<file path="config.mk">
export PLATFORM = sky130hd
export DESIGN_NAME = srl_tap_delay
export DESIGN_NICKNAME = d
export VERILOG_FILES = /design/src/rtl/srl_fill_tracker.sv /design/src/rtl/srl_tap_delay.sv
export SDC_FILE = /design/constraint.sdc
export NUM_CORES = 1
export LEC_CHECK = 0
export ABC_CLOCK_PERIOD_IN_PS = 3810
export BUFFER_PORTS_ARGS = -buffer_cell sky130_fd_sc_hd__buf_4
export CAP_MARGIN = 20
export CORE_MARGIN = 5
export CORE_UTILIZATION = 35
export CTS_CLUSTER_SIZE = 14
export DETAILED_ROUTE_END_ITERATION = 12
export PLACE_DENSITY_LB_ADDON = 0.2
export SYNTH_ARGS = -nofsm -noshare
export SYNTH_HDL_FRONTEND = slang
export SYNTH_HIERARCHICAL = 1
export SYNTH_SLANG_ARGS = --single-unit
</file>
<file path="constraint.sdc">
create_clock -name clk -period 3.81 [get_ports clk]
set_clock_uncertainty 0.15 [all_clocks]
set_input_delay 0.9525 -clock clk [delete_from_list [all_inputs] [get_ports clk]]
set_output_delay 0.9525 -clock clk [all_outputs]
set_load 0.05 [all_outputs]
</file>
<file path="src/rtl/srl_fill_tracker.sv">
// Saturating fill counter: counts the enabled edges since reset, up to DEPTH.
module srl_fill_tracker #(
  parameter  int DEPTH = 8,
  localparam int CNTW  = $clog2(DEPTH + 1)
) (
  input  logic            clk,
  input  logic            rst_n,
  input  logic            ce,
  output logic [CNTW-1:0] fill,
  output logic            full
);

  localparam logic [CNTW-1:0] LP_DEPTH = CNTW'(DEPTH);

  logic [CNTW-1:0] r_fill;

  always_ff @(posedge clk or negedge rst_n) begin
    if (!rst_n) begin
      r_fill <= '0;
    end else if (ce && (r_fill != LP_DEPTH)) begin
      r_fill <= r_fill + 1'b1;
    end
  end

  assign fill = r_fill;
  assign full = (r_fill == LP_DEPTH);

endmodule

</file>
<file path="src/rtl/srl_tap_delay.sv">
// Enable-gated multi-bit shift register with a run-time tap select, fill
// tracking and an optional registered output.
module srl_tap_delay #(
  parameter  int WIDTH = 1,
  parameter  int DEPTH = 8,
  parameter  int OREG  = 0,
  localparam int TAPW  = $clog2(DEPTH),
  localparam int CNTW  = $clog2(DEPTH + 1)
) (
  input  logic             clk,
  input  logic             rst_n,
  input  logic             ce,
  input  logic [WIDTH-1:0] i,
  input  logic [TAPW-1:0]  tap,
  output logic [WIDTH-1:0] q,
  output logic             q_valid,
  output logic [CNTW-1:0]  fill,
  output logic             full
);

  // One bit wider than tap so DEPTH itself is representable for the range check.
  localparam logic [TAPW:0] LP_DEPTH_T = (TAPW + 1)'(DEPTH);

  logic [WIDTH-1:0] r_stage [DEPTH];
  logic [CNTW-1:0]  w_fill;
  logic             w_full;
  logic             w_tap_ok;
  logic [WIDTH-1:0] w_tap_q;
  logic             w_tap_vld;

  // Stage p0: the shift chain itself
  always_ff @(posedge clk or negedge rst_n) begin
    if (!rst_n) begin
      for (int k = 0; k < DEPTH; k++) begin
        r_stage[k] <= '0;
      end
    end else if (ce) begin
      r_stage[0] <= i;
      for (int k = 1; k < DEPTH; k++) begin
        r_stage[k] <= r_stage[k-1];
      end
    end
  end

  srl_fill_tracker #(
    .DEPTH (DEPTH)
  ) u_fill (
    .clk   (clk),
    .rst_n (rst_n),
    .ce    (ce),
    .fill  (w_fill),
    .full  (w_full)
  );

  // A tap past the last stage (non power-of-two DEPTH) reads as invalid zero.
  assign w_tap_ok  = ({1'b0, tap} < LP_DEPTH_T);
  assign w_tap_q   = w_tap_ok ? r_stage[tap] : '0;
  assign w_tap_vld = w_tap_ok && (w_fill > CNTW'(tap));

  // Stage p1: optional output register, loads every edge regardless of ce
  generate
    if (OREG != 0) begin : g_oreg
      logic [WIDTH-1:0] r_q_p1;
      logic             r_vld_p1;

      always_ff @(posedge clk or negedge rst_n) begin
        if (!rst_n) begin
          r_q_p1   <= '0;
          r_vld_p1 <= 1'b0;
        end else begin
          r_q_p1   <= w_tap_q;
          r_vld_p1 <= w_tap_vld;
        end
      end

      assign q       = r_q_p1;
      assign q_valid = r_vld_p1;
    end else begin : g_comb
      assign q       = w_tap_q;
      assign q_valid = w_tap_vld;
    end
  endgenerate

  assign fill = w_fill;
  assign full = w_full;

endmodule
</file>
==> results by group, run 1 <==
Synthesis
  • Post-synthesis register bit count: 12
  • Syn Area/Cell: 12.5 sq um
  • Synth area leaders: dfrtp_1 (44%), mux2_2 (13%), ha_1 (9.1%), mux4_1 (7.7%), o211ai_2 (3.6%)
  • Synth Instances: 55
  • Syn Std Cell Area: 686 sq um
  • Yosys cell types: 19
  • Sequential share of the synthesized area: 43.8%
  • Most area-hungry cell type in the Yosys netlist: dfrtp_1
  • Yosys top cell area share: 43.8%
  • Syn Nets: 67
  • Total number of yosys warnings: 6

Flow run
  • Max cap viols: 0

Outcome
  • Status: finished clean

Clocking
  • CTS tree: built
  • Root Buffer: clkbuf_4
  • # Post-CTS Setup Buffers: 0
  • Clock Sinks: 12
  • Clock slew at reported path FFs: 0.07 ns
  • Post_cts resized: 0
  • Worst-skew pair later-pin latency: 0.26 ns
  • Post-CTS Hold Buffers: 0
  • Htree depth: 1
  • CTS Buffer Depth: 2
  • CTS buffer count: 3

Floorplan
  • Die Area: 2940 sq um
  • Total core area: 1920 sq um
  • Die height: 54.3 microns
  • Die width: 54.3 microns
  • Starting Density: 35.7%
  • FP Rows: 16
  • IO Pins: 14

Finish
  • Fillers: 195
  • Register area: 300 sq um
  • Fin nets: 84
  • Area of the multi-input gates: 362 sq um
  • Share of cells above drive strength 1: 40.0%
  • Design area: 835 sq um
  • Antenna fix cells: 0
  • Area growth syn-to-layout: 21.7%
  • Final core utilization: 43.4%

Drt
  • Remaining DRCs: 0
  • Met3 Routed Length: 64 microns
  • Wire per inst: 12.5 microns
  • Total wire length: 1210 microns
  • Total number of vias: 472
  • Detailed Routing Iterations Pass 1: 2
  • M1 WL: 564 microns
  • Routed Antenna Nets: 0
  • Vias per cell: 4.87
  • Starting DRT DRC Count: 5
  • DR top layer: met4
  • Routed length on met2: 557 microns

Timing
  • Final hold violations: 0
  • Period Utilization, post-route: 79.1%
  • Worst Slack Setup Final: 0.796 ns
  • Fmax: 332 MHz
  • Worst hold slack: 0.363 ns
  • Headroom to the max-slew limit: 81.4%
  • Worst Max-Slew Pin Slew: 0.279 ns
  • RSZ-0062 raised after global routing: no
  • Setup TNS: 0 ns
  • Minimum clock period: 3.01 ns
  • Final Slew Violations: 0
  • Count of final setup violators: 0

Global route
  • Total track usage: 10.2%
  • Initial antenna violation count: 0
  • Global-route wire length before repair: 2080 microns
  • Number of global-route vias before repair: 459
  • Total grt overflow: 0
  • Largest net degree at the start of global routing: 15

Pwr
  • Leak Pwr: 0.000398 uW
  • PwrDens: 790 nW/um^2
  • Worst IR Drop VDD: 0.324 mV

Worst setup path
  • Kind of critical path: in -> out
  • Crit path required time: 2.71 ns
  • Crit path from: tap[0]
  • Worst-path fanout max: 3
  • Critical R2R Launch: u_fill/fill[0]
  • Critical Path Source Type: input pin
  • CP endpoint kind: primary output
  • Worst EP arrival: 1.91 ns

Placement
  • Placed wire-length estimate: 899 microns
  • IO Port Bufs: 13
  • GP Congestion: 0.637
  • Pre-CTS setup slack: 0.788 ns
  • Post-DP Area: 812 sq um

Worst hold path
  • Worst min path class: in -> async
==> Yosys cell counts <==
master	instances
nand4b_1	2
xnor2_1	1
nand3_1	1
o211ai_2	2
mux4_1	2
mux2_2	8
and3b_4	1
nand2_1	6
nand4_1	1
buf_2	1
nor2b_1	1
mux2_4	1
dfrtp_1	12
or2b_1	1
ha_1	5
a21oi_1	2
o211ai_1	1
nand2b_1	2
inv_1	5
==> worst paths after layout <==
path                                       end  slack, ns  cells past startpoint
worst max-delay path                         q       0.80                      5
worst min-delay path            u_fill/fill[1]       0.36                      1
worst max register to register  u_fill/fill[1]       2.39                      4
worst min register to register      r_stage[0]       0.37                      1
max in group asynchronous           r_stage[4]       2.99                      1
min in group clk                    r_stage[0]       0.37                      1
==> per-layer routing <==
layer	vias to the layer above	GRT usage (%)
li1	231	-
met1	228	13.2
met2	9	15.1
met3	4	3.27
met4	0	4.98
met5	-	0
==> metrics by stage <==
| stage | instances | power (uW) |
|---|---|---|
| 2_1_floorplan | 55 | 487 |
| 3_3_place_gp | 94 | 584 |
| 3_5_place_dp | 94 | 593 |
| 4_1_cts | 97 | 669 |
| 5_1_grt | 97 | 711 |
| 6_report | 97 | 659 |
==> critical path, stage by stage <==
cell and delay, ns:
buf_4 0.10, mux4_1 0.54, nand2_1 0.08, nand2_1 0.05, buf_4 0.18
==> registers in the layout, summed over array words and instances, names as in the netlist <==
name / count
r_stage: 8
u_fill/fill: 4
==> placed cells by master (no fill, tap or decap), types with 3 or more instances in the layout <==
| cell type | netlist | layout |
|---|---|---|
| nand2_1 | 6 | 6 |
| clkbuf_4 | 0 | 3 |
| inv_1 | 5 | 5 |
| mux2_2 | 8 | 8 |
| buf_4 | 0 | 13 |
| ha_1 | 5 | 5 |
| dfrtp_1 | 12 | 12 |
==> report_power, final <==
part           internal, uW  total, uW  switching, uW
combinational           145        353            208
clock                  36.4       74.0           37.6
sequential              172        233           60.7
==> kinds of logic after synthesis <==
kind of cell             share of synthesized area, %
AO/OA/AOI/OAI                                    6.20
adder cells (fa/ha/maj)                          9.12
multiplexers                                     23.0
buffers and inverters                            3.47
XOR/XNOR                                         1.28
flip-flops                                       43.8
AND/OR/NAND/NOR                                  13.1
==> layout make-up <==
type,instances,share of cell area [%]
inverters,5,2.25
clock buffers,3,2.70
repair buffers,13,11.7
flip-flops and latches,12,36.0
well taps,27,4.05
multi-input cells,37,43.3
Note: power is estimated with default switching activity, not from simulation.
==> inputs of run 2 (changes only) <==
--- a/config.mk
+++ b/config.mk
@@ -5,7 +5,7 @@
 export SDC_FILE = /design/constraint.sdc
 export NUM_CORES = 1
 export LEC_CHECK = 0
-export ABC_CLOCK_PERIOD_IN_PS = 3810
+export ABC_CLOCK_PERIOD_IN_PS = 2590
 export BUFFER_PORTS_ARGS = -buffer_cell sky130_fd_sc_hd__buf_4
 export CAP_MARGIN = 20
 export CORE_MARGIN = 5
==> constraint.sdc (replaced) <==
create_clock -name clk -period 2.59 [get_ports clk]
set_clock_uncertainty 0.15 [all_clocks]
set_input_delay 0.6475 -clock clk [delete_from_list [all_inputs] [get_ports clk]]
set_output_delay 0.6475 -clock clk [all_outputs]
set_load 0.05 [all_outputs]
==> run 2 against run 1 <==
  * Design area did not move
  * Sequential cell count stayed put
  * Sequential share of layout area unchanged
  * Clock-buffer cell count unchanged
  * Sequential power grew 47%
  * Core utilization stayed put
  * Critical path type unchanged
  * Total power grew 48%
  * Clock power grew 49%
  * Register-to-register slack lost 1.2 ns
==> results by group, run 2 (synthesis gave the netlist of run 1 again) <==
Worst hold path
  • Worst min path class: in -> async

Worst setup path
  • Crit-path max cell delay: 0.30 ns
  • Crit path required time: 1.79 ns
  • Worst-path fanout max: 2
  • Worst EP arrival: 1.61 ns
  • Critical Path Source Type: input pin
  • CP top delay family: buffers and inverters
  • Cell mode on critical path: buf_4
  • Crit path buf inv count: 3
  • Kind of critical path: in -> out
  • Reg2reg path depth: 4
  • CP endpoint kind: primary output
  • Slowest cell on the critical path: ha_1
  • CP cell instances: buf_4 > inv_1 > ha_1 > nor2b_1 > o211ai_1 > nand2_1 > buf_4
  • Critical path depth: 7

Placement
  • Post-DP Area: 812 sq um
  • Pre-CTS setup slack: 0.168 ns
  • Placed wire-length estimate: 951 microns
  • IO Port Bufs: 13
  • GP Congestion: 0.636

Finish
  • Reg with most FFs: r_stage
  • Antenna fix cells: 0
  • Most frequent cells in the layout: buf_4 (13), dfrtp_1 (12), mux2_2 (8)
  • Share of cells above drive strength 1: 40.0%
  • Fin nets: 84
  • Commonest non-fill, non-tap cell in the layout: buf_4
  • Design area: 835 sq um
  • Area growth syn-to-layout: 21.7%
  • Largest register FFs: 8

Timing
  • Count of final setup violators: 0
  • Final Slew Violations: 0
  • Setup TNS: 0 ns
  • Worst Max-Slew Pin Slew: 0.259 ns
  • Headroom to the max-slew limit: 82.7%
  • Final hold violations: 0
  • Minimum clock period: 2.41 ns
  • RSZ-0062 raised after global routing: no
  • Fmax: 415 MHz
  • Period Utilization, post-route: 93.1%
  • Worst hold slack: 0.0606 ns
  • Worst Slack Setup Final: 0.179 ns

Floorplan
  • IO Pins: 14
  • FP Rows: 16
  • Die width: 54.3 microns
  • Total core area: 1920 sq um
  • Die height: 54.3 microns
  • Starting Density: 35.7%
  • Die Area: 2940 sq um

Global route
  • Largest net degree at the start of global routing: 15
  • Number of global-route vias before repair: 494
  • Total grt overflow: 0
  • Total track usage: 10.4%
  • Global-route wire length before repair: 2230 microns
  • Initial antenna violation count: 0

Clocking
  • CTS tree: built
  • Root Buffer: clkbuf_4
  • CTS buffer count: 3
  • Worst-skew pair later-pin latency: 0.26 ns
  • # Post-CTS Setup Buffers: 0
  • Clock slew at reported path FFs: 0.07 ns
  • Post_cts resized: 0
  • Htree depth: 1
  • Clock Sinks: 12
  • CTS Buffer Depth: 2
  • Post-CTS Hold Buffers: 0

Drt
  • Detailed Routing Iterations Pass 1: 4
  • Routed Antenna Nets: 0
  • Remaining DRCs: 0
  • Wire per inst: 13.1 microns
  • Total number of vias: 460
  • Starting DRT DRC Count: 5
  • Vias per cell: 4.74
  • Total wire length: 1270 microns

Pwr
  • Worst IR Drop VDD: 0.462 mV
  • PwrDens: 1170 nW/um^2
  • Leak Pwr: 0.000398 uW

Flow run
  • Max cap viols: 0

Outcome
  • Status: finished clean
==> run 2: cell counts in the layout (fill, tap and decap cells not counted) <==
Identical to the previous run, type by type.
==> run 2: stage by stage <==
stage	total power (uW)	utilization [%]	std cells
2_1_floorplan	716	-	55
3_3_place_gp	862	42.3	94
3_5_place_dp	875	42.3	94
4_1_cts	988	43.4	97
5_1_grt	1050	43.4	97
6_report	973	43.4	97
==> run 2: final cells by class <==
| type | instances | area (sq um) |
|---|---|---|
| clock buffer | 3 | 22.5 |
| timing repair buffer | 13 | 97.6 |
| multi-input combinational | 37 | 362 |
| tap | 27 | 33.8 |
| inverter | 5 | 18.8 |
| fill | 205 | 1090 |
| sequential | 12 | 300 |
==> run 2: report_power, final <==
group	switching (uW)	internal [uW]
Combinational	309	213
Sequential	89.0	253
Clock	56.2	53.6
Total	454	519
==> run 2: worst paths after layout <==
path | slack, ns | endpoint | start
max | 0.18 | q_valid | tap[1]
min | 0.06 | r_stage[2] | rst_n
max reg2reg | 1.20 | u_fill/fill[1] | u_fill/fill[0]
min reg2reg | 0.38 | r_stage[0] | r_stage[0]
max in group asynchronous | 2.07 | u_fill/fill[0] | rst_n
min in group clk | 0.38 | r_stage[0] | r_stage[0]
==> run 2: layer usage <==
metal | global-route usage (%) | vias up | part of all wire, %
li1 | - | 227 | -
met2 | 16.7 | 9 | 47
met4 | 2.49 | 0 | 0
met5 | 0 | - | 0
met3 | 2.45 | 0 | 5.1
met1 | 14.0 | 224 | 48
==> run 2: worst reg2reg max path: stages (launching register included) <==
cell and delay (ns):
dfrtp_1 0.49, inv_1 0.08, ha_1 0.24, and3b_4 0.22, o211ai_2 0.15
==> inputs of run 3 (changes only) <==
--- a/config.mk
+++ b/config.mk
@@ -5,7 +5,7 @@
 export SDC_FILE = /design/constraint.sdc
 export NUM_CORES = 1
 export LEC_CHECK = 0
-export ABC_CLOCK_PERIOD_IN_PS = 2590
+export ABC_CLOCK_PERIOD_IN_PS = 2900
 export BUFFER_PORTS_ARGS = -buffer_cell sky130_fd_sc_hd__buf_4
 export CAP_MARGIN = 20
 export CORE_MARGIN = 5
==> constraint.sdc (replaced) <==
create_clock -name clk -period 2.9 [get_ports clk]
set_clock_uncertainty 0.15 [all_clocks]
set_input_delay 0.725 -clock clk [delete_from_list [all_inputs] [get_ports clk]]
set_output_delay 0.725 -clock clk [all_outputs]
set_load 0.05 [all_outputs]
==> run 3 against run 2 <==
  * Non-clock buffer count is the same
  * Critical endpoint unchanged
  * Clock-buffer cell count increased by 1
  * Critical path depth is the same
  * Worst setup slack improved by 0.15 ns
  * Global-route usage shrank 1.7 points
==> results by group, run 3 (synthesis gave the netlist of run 1 again) <==
Global route
  • Largest net degree at the start of global routing: 15
  • Initial antenna violation count: 0
  • Total grt overflow: 0
  • Number of global-route vias before repair: 412
  • Total track usage: 8.67%
  • Global-route wire length before repair: 1790 microns

Worst setup path
  • R2r endpoint: u_fill/fill[2]
  • Worst EP arrival: 1.70 ns
  • Critical Path Source Type: input pin
  • Reg2reg setup slack: 1.50 ns
  • CP endpoint kind: primary output
  • Crit path required time: 2.03 ns
  • Reg2reg path depth: 4
  • Critical R2R Launch: u_fill/fill[1]
  • Worst-path fanout max: 2
  • Kind of critical path: in -> out

Pwr
  • Total chip power: 904 uW
  • Comb pwr share: 51.8%
  • Net Sw Power: 412 uW
  • Sequential Power Share: 33.6%
  • Cell Int Power: 492 uW
  • Worst IR Drop VDD: 0.488 mV
  • PwrDens: 1070 nW/um^2
  • Leak Pwr: 0.000405 uW
  • Sw frac: 45.6%
  • Clock power frac: 14.7%

Flow run
  • Max cap viols: 0

Drt
  • Total number of vias: 453
  • Starting DRT DRC Count: 6
  • Remaining DRCs: 0
  • Vias per cell: 4.62
  • Total wire length: 1210 microns
  • Wire per inst: 12.4 microns
  • Routed Antenna Nets: 0
  • Detailed Routing Iterations Pass 1: 4

Clocking
  • Clock Sinks: 12
  • Root Buffer: clkbuf_4
  • CTS tree: built
  • Post-CTS Hold Buffers: 0
  • CTS buffer count: 3
  • Post_cts resized: 0
  • Clock slew at reported path FFs: 0.08 ns
  • # Post-CTS Setup Buffers: 0
  • Htree depth: 1
  • CTS Buffer Depth: 2
  • Worst-skew pair later-pin latency: 0.27 ns

Timing
  • Count of final setup violators: 0
  • Final Slew Violations: 0
  • Headroom to the max-slew limit: 82.9%
  • Period Utilization, post-route: 88.7%
  • Minimum clock period: 2.57 ns
  • RSZ-0062 raised after global routing: no
  • Worst hold slack: 0.128 ns
  • Worst Max-Slew Pin Slew: 0.257 ns
  • Final hold violations: 0
  • Setup TNS: 0 ns
  • Fmax: 389 MHz

Floorplan
  • Die height: 54.3 microns
  • Total core area: 1920 sq um
  • IO Pins: 14
  • Starting Density: 35.7%
  • Die Area: 2940 sq um
  • Die width: 54.3 microns
  • FP Rows: 16

Outcome
  • Status: finished clean

Finish
  • Largest register FFs: 8
  • Fin nets: 84
  • Most frequent cells in the layout: buf_4 (13), dfrtp_1 (12), mux2_2 (8)
  • Commonest non-fill, non-tap cell in the layout: buf_4
  • Area growth syn-to-layout: 23.7%
  • Antenna fix cells: 0
  • Reg with most FFs: r_stage
  • Share of cells above drive strength 1: 40.8%
  • Final core utilization: 44.1%

Placement
  • IO Port Bufs: 13
  • Placed wire-length estimate: 915 microns
  • GP Congestion: 0.640

Worst hold path
  • Worst min path class: in -> async
[run 3: cell types whose count changed in the layout (fill, tap and decap cells not counted), sizes merged]
cell    previous run  this run
clkbuf             3         4
[run 3: power by group through the flow]
stage	logic [uW]	clock network [uW]	registers (uW)
detailed placement	471	0	308
global route	502	144	314
global placement	461	0	309
CTS	474	137	304
finish	468	132	304
floorplan	256	0	384
[run 3: worst max-delay path, cell delays in order]
cell,delay [ns]
buf_4,0.08
inv_1,0.04
ha_1,0.30
nor2b_1,0.13
o211ai_1,0.15
nand2_1,0.07
buf_4,0.19
[run 3: worst max-delay path by stage]
stage | startpoint | endpoint | slack, ns | cells after the start
after floorplan | tap[1] | q_valid | 0.41 | 5
after global placement | tap[0] | q | 0.34 | 5
after detailed placement | tap[1] | q_valid | 0.32 | 7
after CTS | tap[1] | q_valid | 0.32 | 7
after global routing | tap[2] | q_valid | 0.26 | 7
final | tap[1] | q_valid | 0.33 | 7
[run 3: area by class of cell]
| class | count | area (sq um) |
|---|---|---|
| clock buffers | 4 | 36.3 |
| repair buffers | 13 | 97.6 |
| well taps | 27 | 33.8 |
| multi-input cells | 37 | 362 |
| inverters | 5 | 18.8 |
| fillers | 198 | 1070 |
| flip-flops and latches | 12 | 300 |
[run 3: metrics by stage]
step,instances,setup WS [ns],instance area [sq um]
global placement,94,0.341,812
detailed placement,94,0.316,812
finish,98,0.327,848
floorplan,55,0.407,686
CTS,98,0.315,848
global route,98,0.256,848
[run 3: per-layer routing]
layer / GRT usage, % / vias to the layer above / part of all wire [%]
li1: - / 231 / -
met1: 11.9 / 215 / 50
met2: 12.0 / 7 / 45
met3: 2.45 / 0 / 4.5
met4: 4.98 / 0 / 0
met5: 0 / - / 0
